--- config.mk ---
export PLATFORM = sky130hd
export DESIGN_NAME = ex_fu_scheduler
export DESIGN_NICKNAME = d
export VERILOG_FILES = /design/src/rtl/ex_fu_scheduler.sv
export SDC_FILE = /design/constraint.sdc
export NUM_CORES = 1
export LEC_CHECK = 0
export CAP_MARGIN = 25
export CORE_ASPECT_RATIO = 2
export CORE_MARGIN = 2
export CORE_UTILIZATION = 40
export DETAILED_ROUTE_END_ITERATION = 8
export GPL_TIMING_DRIVEN = 0
export PLACE_DENSITY_LB_ADDON = 0.15
export SLEW_MARGIN = 10
export SYNTH_ARGS = -nofsm -noshare
export SYNTH_HDL_FRONTEND = slang
export SYNTH_SLANG_ARGS = --single-unit
--- constraint.sdc ---
create_clock -name clock -period 8.46 [get_ports clock]
set_input_delay 1.269 -clock clock [delete_from_list [all_inputs] [get_ports clock]]
set_output_delay 1.269 -clock clock [all_outputs]
set_load 0.05 [all_outputs]
--- src/rtl/ex_fu_scheduler.sv ---
// ex_fu_scheduler: round-robin issue select for the shared execute datapath.
// It keeps one shared writeback slot conflict-free across single-cycle ALU and
// branch ops, MULT_LAT-cycle multiplies and variable-latency loads.
// Optional feature: define SCHED_PERF_EN to add the stall_cycles counter port.
// The reset input is active-low and asynchronous.
module ex_fu_scheduler #(
    parameter int unsigned NUM_REQ  = 8,
    parameter int unsigned MULT_LAT = 4,
    parameter int unsigned IDX_W    = $clog2(NUM_REQ)
) (
    input  logic                 clock,
    input  logic                 reset,
    input  logic [NUM_REQ-1:0]   req_valid,
    input  logic [2*NUM_REQ-1:0] req_class,
    input  logic                 load_done,
    input  logic                 flush,
    output logic                 grant_valid,
    output logic [IDX_W-1:0]     grant_idx,
    output logic [1:0]           grant_class,
    output logic                 wb_valid,
    output logic [1:0]           wb_class,
    output logic                 load_busy,
    output logic [3:0]           mult_inflight
`ifdef SCHED_PERF_EN
    ,
    output logic [31:0]          stall_cycles
`endif
);

    typedef enum logic [1:0] {
        CLS_ALU    = 2'b00,
        CLS_MULT   = 2'b01,
        CLS_LOAD   = 2'b10,
        CLS_BRANCH = 2'b11
    } fu_class_t;

    typedef enum logic [1:0] {
        LD_IDLE = 2'b00,
        LD_WAIT = 2'b01,
        LD_HOLD = 2'b10
    } ld_state_t;

    // Writeback slot pipe: entry k completes k cycles from now.
    logic [MULT_LAT-1:0] w_v;
    logic [1:0]          w_cls     [MULT_LAT];
    logic [MULT_LAT-1:0] w_v_nxt;
    logic [1:0]          w_cls_nxt [MULT_LAT];

    ld_state_t           ld_state, ld_state_nxt;
    logic [IDX_W-1:0]    rr_ptr;
    logic [3:0]          mult_cnt, mult_cnt_nxt;

    logic [1:0]          req_cls [NUM_REQ];
    logic [NUM_REQ-1:0]  elig;
    logic                found;
    logic [IDX_W-1:0]    sel;
    logic                load_commit;
    logic                grant_mult;
    logic                wb_mult;

    // A held load takes the slot as soon as nothing else is due there next cycle.
    assign load_commit = (ld_state == LD_HOLD) && !w_v[1];

    // Per-entry eligibility from class and current slot / load occupancy.
    always_comb begin
        for (int unsigned i = 0; i < NUM_REQ; i++) begin
            req_cls[i] = req_class[2*i +: 2];
            elig[i]    = 1'b0;
            if (req_valid[i]) begin
                case (fu_class_t'(req_cls[i]))
                    CLS_MULT: elig[i] = 1'b1;
                    CLS_LOAD: elig[i] = (ld_state == LD_IDLE);
                    default:  elig[i] = !w_v[1] && !load_commit;
                endcase
            end
        end
    end

    // Round-robin search for the first eligible entry starting at rr_ptr.
    always_comb begin : arb
        logic [IDX_W:0] cand;
        found = 1'b0;
        sel   = '0;
        cand  = '0;
        for (int unsigned off = 0; off < NUM_REQ; off++) begin
            cand = {1'b0, rr_ptr} + (IDX_W+1)'(off);
            if (cand >= (IDX_W+1)'(NUM_REQ)) begin
                cand = cand - (IDX_W+1)'(NUM_REQ);
            end
            if (!found && elig[cand[IDX_W-1:0]]) begin
                found = 1'b1;
                sel   = cand[IDX_W-1:0];
            end
        end
    end

    // Grant outputs; forced quiet during reset and on a flush cycle.
    always_comb begin
        grant_valid = found && !flush && reset;
        grant_idx   = grant_valid ? sel : '0;
        grant_class = grant_valid ? req_cls[sel] : 2'b00;
    end

    assign grant_mult = grant_valid && (grant_class == CLS_MULT);
    assign wb_mult    = w_v[0] && (w_cls[0] == CLS_MULT);

    // Next slot pipe: shift toward W[0], then overlay this cycle's reservation.
    always_comb begin
        for (int unsigned k = 0; k < MULT_LAT - 1; k++) begin
            w_v_nxt[k]   = w_v[k+1];
            w_cls_nxt[k] = w_cls[k+1];
        end
        w_v_nxt[MULT_LAT-1]   = 1'b0;
        w_cls_nxt[MULT_LAT-1] = 2'b00;
        if (grant_valid) begin
            case (fu_class_t'(grant_class))
                CLS_MULT: begin
                    w_v_nxt[MULT_LAT-1]   = 1'b1;
                    w_cls_nxt[MULT_LAT-1] = CLS_MULT;
                end
                CLS_LOAD: ;
                default: begin
                    w_v_nxt[0]   = 1'b1;
                    w_cls_nxt[0] = grant_class;
                end
            endcase
        end
        if (load_commit) begin
            w_v_nxt[0]   = 1'b1;
            w_cls_nxt[0] = CLS_LOAD;
        end
        if (flush) begin
            w_v_nxt = '0;
            for (int unsigned k = 0; k < MULT_LAT; k++) begin
                w_cls_nxt[k] = 2'b00;
            end
        end
    end

    // Load FSM next state; flush returns it to IDLE and drops any load_done.
    always_comb begin
        ld_state_nxt = ld_state;
        case (ld_state)
            LD_IDLE: if (grant_valid && grant_class == CLS_LOAD) ld_state_nxt = LD_WAIT;
            LD_WAIT: if (load_done) ld_state_nxt = LD_HOLD;
            LD_HOLD: if (!w_v[1]) ld_state_nxt = LD_IDLE;
            default: ld_state_nxt = LD_IDLE;
        endcase
        if (flush) ld_state_nxt = LD_IDLE;
    end

    // In-flight multiply count: grants in, MULT writebacks out.
    always_comb begin
        mult_cnt_nxt = mult_cnt + {3'b000, grant_mult} - {3'b000, wb_mult};
        if (flush) mult_cnt_nxt = '0;
    end

    // Slot pipe register.
    always_ff @(posedge clock or negedge reset) begin
        if (!reset) begin
            w_v <= '0;
            for (int unsigned k = 0; k < MULT_LAT; k++) begin
                w_cls[k] <= 2'b00;
            end
        end else begin
            w_v <= w_v_nxt;
            for (int unsigned k = 0; k < MULT_LAT; k++) begin
                w_cls[k] <= w_cls_nxt[k];
            end
        end
    end

    // Load FSM state, round-robin pointer and multiply count registers.
    always_ff @(posedge clock or negedge reset) begin
        if (!reset) begin
            ld_state <= LD_IDLE;
            rr_ptr   <= '0;
            mult_cnt <= '0;
        end else begin
            ld_state <= ld_state_nxt;
            mult_cnt <= mult_cnt_nxt;
            if (grant_valid) begin
                rr_ptr <= (grant_idx == IDX_W'(NUM_REQ - 1)) ? '0 : grant_idx + IDX_W'(1);
            end
        end
    end

    assign wb_valid      = w_v[0];
    assign wb_class      = w_v[0] ? w_cls[0] : 2'b00;
    assign load_busy     = (ld_state != LD_IDLE);
    assign mult_inflight = mult_cnt;

`ifdef SCHED_PERF_EN
    // Saturating count of cycles with ready work but no issue (flush excluded).
    always_ff @(posedge clock or negedge reset) begin
        if (!reset) begin
            stall_cycles <= '0;
        end else if ((|req_valid) && !grant_valid && !flush && (stall_cycles != '1)) begin
            stall_cycles <= stall_cycles + 32'd1;
        end
    end
`endif

endmodule

# Word level (Yosys, flattened, before mapping)
# Cells that the tools add are included.
# totals
wordCells	178
output_inout_bits	14
in_bits	28
reg_bits	21
# classes
n_lt_le_gt_ge	17
n_addsub	18
reduce_logical	28
bitwise	1
mux	81
n_eq_ne	25
# ops
op	count
3-bit 2-to-1 mux	18
4-bit >= comparator (second input constant)	8
3-bit by 4-bit less-than comparator with 1-bit output (second input constant)	8
1-bit 2-to-1 mux	31
1-bit binary-select mux with 3-bit select	8
3-bit by 1-bit subtractor with 3-bit output (second input constant)	8
2-bit by 1-bit == test with 1-bit output (second input constant)	11
2-bit 2-to-1 mux	11
2-bit == test (second input constant)	10
3-bit by 3-bit adder with 4-bit output (second input constant)	4
1-bit case mux with 2 select lines	8
1-bit logical AND	14
1-bit logical NOT	10
3-bit by 2-bit adder with 4-bit output (second input constant)	2
4-bit 2-to-1 mux	2
8-bit 2-to-1 mux	1
2-bit binary-select mux with 3-bit select	1
3-bit inequality test (second input constant)	2
2-bit case mux with 3 select lines	1
3-bit by 1-bit adder with 4-bit output (second input constant)	1
4-bit by 1-bit adder with 4-bit output	1
3-bit by 4-bit >= comparator with 1-bit output (second input constant)	1
3-bit inverter with 4-bit output	1
4-bit by 1-bit subtractor with 4-bit output	1
7 further kinds	7

# Logic depth before layout (Yosys ltp)
# depth
depth_word	41
mapped_depth	25
ltp_nobuf	24

# Worst setup path after synthesis
# Ideal clock, no wire load.
# synth_timing
kind	input port to output port
from	in req_class[4]
to	out grant_class[1]
required_ps	7191
cell_stages	13
setup_slack_ps	2377
path_buffers	0
arrival_ps	4814
path_cell_list	inv_1 > ha_1 > nor3b_1 > o31ai_1 > a21oi_1 > mux2i_1 > mux4_2 > o2111ai_4 > nand2b_2 > o31a_1 > nand2b_1 > nor2_1 > a22o_1
# synth_between
elab_chain_cells	32
# synth_lines
item	line_no	text
start, declared	14	input logic [2*NUM_REQ-1:0] req_class,
2-bit == test or 2-bit by 1-bit == test with 1-bit output (tied branches)	70	case (fu_class_t'(req_cls[i]))
1-bit case mux with 2 select lines *	70	
1-bit 2-to-1 mux *	69	if (req_valid[i]) begin
1-bit binary-select mux with 3-bit select	90	if (!found && elig[cand[IDX_W-1:0]]) begin
1-bit 2-to-1 mux (implied by the code)	90	
1-bit 2-to-1 mux	90	
1-bit logical NOT	90	
1-bit logical AND	90	
(+15 left out)	-	
1-bit 2-to-1 mux	90	
1-bit logical NOT	90	
1-bit logical AND	90	
3-bit 2-to-1 mux	90	
3-bit inverter with 4-bit output (implied by the code)	101	grant_class = grant_valid ? req_cls[sel] : 2'b00;
2-bit binary-select mux with 3-bit select	101	
2-bit 2-to-1 mux (implied by the code) (2 in a row)	101	
2-bit 2-to-1 mux *	101	
end, declared	19	output logic [1:0] grant_class,
# Every way passes the cells marked *; elsewhere a longest branch is shown, timed or not. The select of a mux whose other input is x is not followed.

# Worst setup path in the final report
# Ends and elaborated chain as after synthesis.

==> run_results.csv <==
group,metric,value,unit
clock_tree,cts-root-buf,"clkbuf_16",
setup_path,r2r-start,"rr_ptr[0]$_DFFE_PN0P_",
logic_synthesis,seq_area_frac_synth,0.145,
placement,io_buffers,41,
setup_path,cp_slowest_cell,"clkdlybuf4s50_1",
final_layout,instances_no_fill,416,
logic_synthesis,syn_nets,341,
logic_synthesis,syn_avg_cell_area,9.07,sq um
route,drc,0,
setup_path,end_kind,"output port",
clock_tree,cts_resized,0,
global_route,grt_pass1_vias,2629,
global_route,grt_max_degree,17,
logic_synthesis,ys_types,69,
logic_synthesis,synth.most_common_cell,"inv_1",
timing,rsz0062_at_grt,"false",
logic_synthesis,synthArstFlopShare,1.00,
die,dieArea,7160,sq um
setup_path,crit_start,"req_class[4]",
hold_path,min-delay-path-class,"reg2reg",
clock_tree,cts-htree-levels,1,
final_layout,fillerInstances,612,
final_layout,area_growth,23.2,%
setup_path,start_kind,"input pin",
final_layout,seqCellArea,375,sq um
pwr,p_int,636,uW
clock_tree,cts_setup_buffers,0,
clock_tree,cts.sinks,15,
placement,place_inst,412,
clock_tree,cts_buffers,3,
timing,fin_skew,0.00363,ns
timing,tightest_slew,0.739,ns
final_layout,postLayoutCellArea,3180,sq um
timing,setup_viol,0,
pwr,powerDensity,433,nW/um^2
placement,place.gp.congestion,0.967,
final_layout,diodes,0,
setup_path,reg2reg_slack,2.81,ns
route,vias_per_cell,5.87,
timing,fmax,136,MHz
pwr,ir_worst_vdd,0.213,mV
setup_path,cp_max_fo,7,
final_layout,final_core_util,0.509,
timing,relSlewSlack,0.506,
placement,place_area,3100,sq um
clock_tree,clock_latency,0.26,ns
timing,hold_viol_final,0,
route,drtAntennaViolNets,0,
final_layout,nets,387,
clock_tree,clk_pin_slew,0.05,ns
pwr,leakage,1.37,nW
logic_synthesis,synth-seq-cells,15,
die,fp.dieW,60.8,um
global_route,grt_antenna_before_repair,0,
route,wl_per_cell,18.9,um
timing,fin_tns_setup,0,ns
logic_synthesis,synth-edff-count,0,
timing,slew_violations,0,
status,status,"completed",
pwr,combPwrFrac,0.853,
die,coreArea,6260,sq um
logic_synthesis,synth_common_cells,"30 x inv_1, 27 x ha_1, 22 x nor2_1",
clock_tree,cts_tree,"yes",
setup_path,cp_data_required_time,7.19,ns
global_route,grt_overflow_total,0,
setup_path,path_cells,"clkdlybuf4s50_1, inv_1, ha_1, o31ai_1, a21oi_1, mux2i_1, mux4_2, o2111ai_4, or4_1, o211a_2, nor2_4, mux2i_1, mux2i_1, a22o_1, clkdlybuf4s50_1",
die,start_util,0.413,
logic_synthesis,ys_top_cells_by_area,"dfrtp_1 15%, ha_1 13%, mux4_2 11%",
placement,hpwl,6680,um
timing,fin_crit,7.35,ns
logic_synthesis,yosys.area.top_type,"dfrtp_1",
die,rows,41,
setup_path,cp-endpoint,"grant_class[1]",
pwr,power.switching,743,uW
run,max-cap-violations,0,
logic_synthesis,ys_warn_count,0,
placement,dp_slack,1.07,ns
clock_tree,ctsHoldBuffers,0,
route,drt_iter0_drc,120,
global_route,grt_usage,0.237,
pwr,clkPwrFrac,0.071,
pwr,p_sw_frac,0.539,
final_layout,multi_input_area,2020,sq um
setup_path,worst-setup-path-type,"in2out",
timing,post-route-period-util,0.869,
timing,finalWorstSetupSlack,1.11,ns
logic_synthesis,synth_top_area_frac,0.145,
die,dieHeight,118,um
route,dr.pass1.iters,4,
logic_synthesis,synth_cells,285,
route,num_vias,2442,
setup_path,ff2ff_path_depth,23,
setup_path,cp_common_cell,"mux2i_1",
route,wirelength,7870,um
setup_path,r2r_end,"mult_inflight[2]$_DFF_PN0_",
timing,worst_hold_slack,0.473,ns
die,num_io_pins,42,
pwr,pwr-share-seq,0.076,
global_route,grt_pass1_wl,12700,um
logic_synthesis,synth_flop_cell,"dfrtp_1",
pwr,power,1.38,mW
setup_path,cp.arrival,6.08,ns
clock_tree,max-clock-path-buffers,2,
final_layout,drive_gt1_frac,0.139,
setup_path,cpPeakStageDelay,0.82,ns
logic_synthesis,synth_area,2580,sq um
[worst min-delay path by stage]
stage,slack (ns),cells after the start,startpoint,end
after floorplan,0.44,1,w_v[2]$_DFF_PN0_,w_v[1]$_DFF_PN0_
after global placement,0.47,1,w_v[2]$_DFF_PN0_,w_v[1]$_DFF_PN0_
after detailed placement,0.47,1,w_v[2]$_DFF_PN0_,w_v[1]$_DFF_PN0_
after CTS,0.48,1,w_cls[0]$_DFF_PN0_,w_v[2]$_DFF_PN0_
after global routing,0.48,1,w_cls[0]$_DFF_PN0_,w_v[2]$_DFF_PN0_
final,0.47,1,w_cls[0]$_DFF_PN0_,w_v[2]$_DFF_PN0_
[critical path: cells and delay by family]
family                     cells  cell delay (ns)
AOI/OAI and AO/OA              5             1.05
adders and majority gates      1             0.32
and+or+nand+nor                2             0.75
buffers and inverters          3             1.38
muxes                          4             1.31
[state kept, by name, summed over array words and instances, names as in the netlist]
signal	count
mult_inflight	4
rr_ptr	3
w_cls	3
w_v	3
ld_state	2
[layout make-up]
| class | count | share of cell area |
|---|---|---|
| clock buffers | 3 | 0.0236 |
| multi-input cells | 227 | 0.636 |
| repair buffers | 41 | 0.129 |
| flip-flops and latches | 15 | 0.118 |
| plain buffers | 11 | 0.0200 |
| well taps | 86 | 0.0338 |
| inverters | 32 | 0.0377 |
| clock inverters | 1 | 0.00236 |
[logic make-up after synthesis]
| family | share of synthesized area |
|---|---|
| mux | 0.208 |
| flops | 0.145 |
| fa+ha+maj | 0.138 |
| buf+inv | 0.0712 |
| xor+xnor | 0.0237 |
| compound gates | 0.245 |
| simple gates | 0.169 |
[cells in the final DEF, fill, tap and decap left out, types with 3 or more instances in the layout]
master           count
o31ai_1              6
inv_1               30
nor2_1              22
mux4_2              13
nor3_1               4
a21oi_1             13
o311ai_1             5
a21o_1               3
nand4_1              3
o22ai_1              3
nor3b_1              5
ha_1                27
nor2b_1              6
buf_2                3
o311a_4              3
nand2_1             18
clkbuf_1             4
a31oi_1              4
and2_1               6
xnor2_1              4
mux2i_1             17
xor2_1               3
mux2_2               4
dfrtp_1             15
clkbuf_16            3
clkdlybuf4s50_1     41
o21ai_0              7
[routing by layer]
layer / GRT usage / vias to the layer above / part of all wire
met5: 0 / - / 0
met4: 0.145 / 0 / 0.063
met3: 0.0143 / 35 / 0.027
met2: 0.460 / 76 / 0.58
met1: 0.214 / 1168 / 0.33
li1: - / 1163 / -
[power by group through the flow]
stage / registers [mW] / logic, mW / clock network, mW
2_1_floorplan: 0.130 / 0.862 / 0
3_3_place_gp: 0.106 / 1.16 / 0
3_5_place_dp: 0.105 / 1.16 / 0
4_1_cts: 0.105 / 1.17 / 0.0985
5_1_grt: 0.107 / 1.27 / 0.101
6_report: 0.104 / 1.18 / 0.0980
Note: power is estimated with default switching activity, not from simulation.
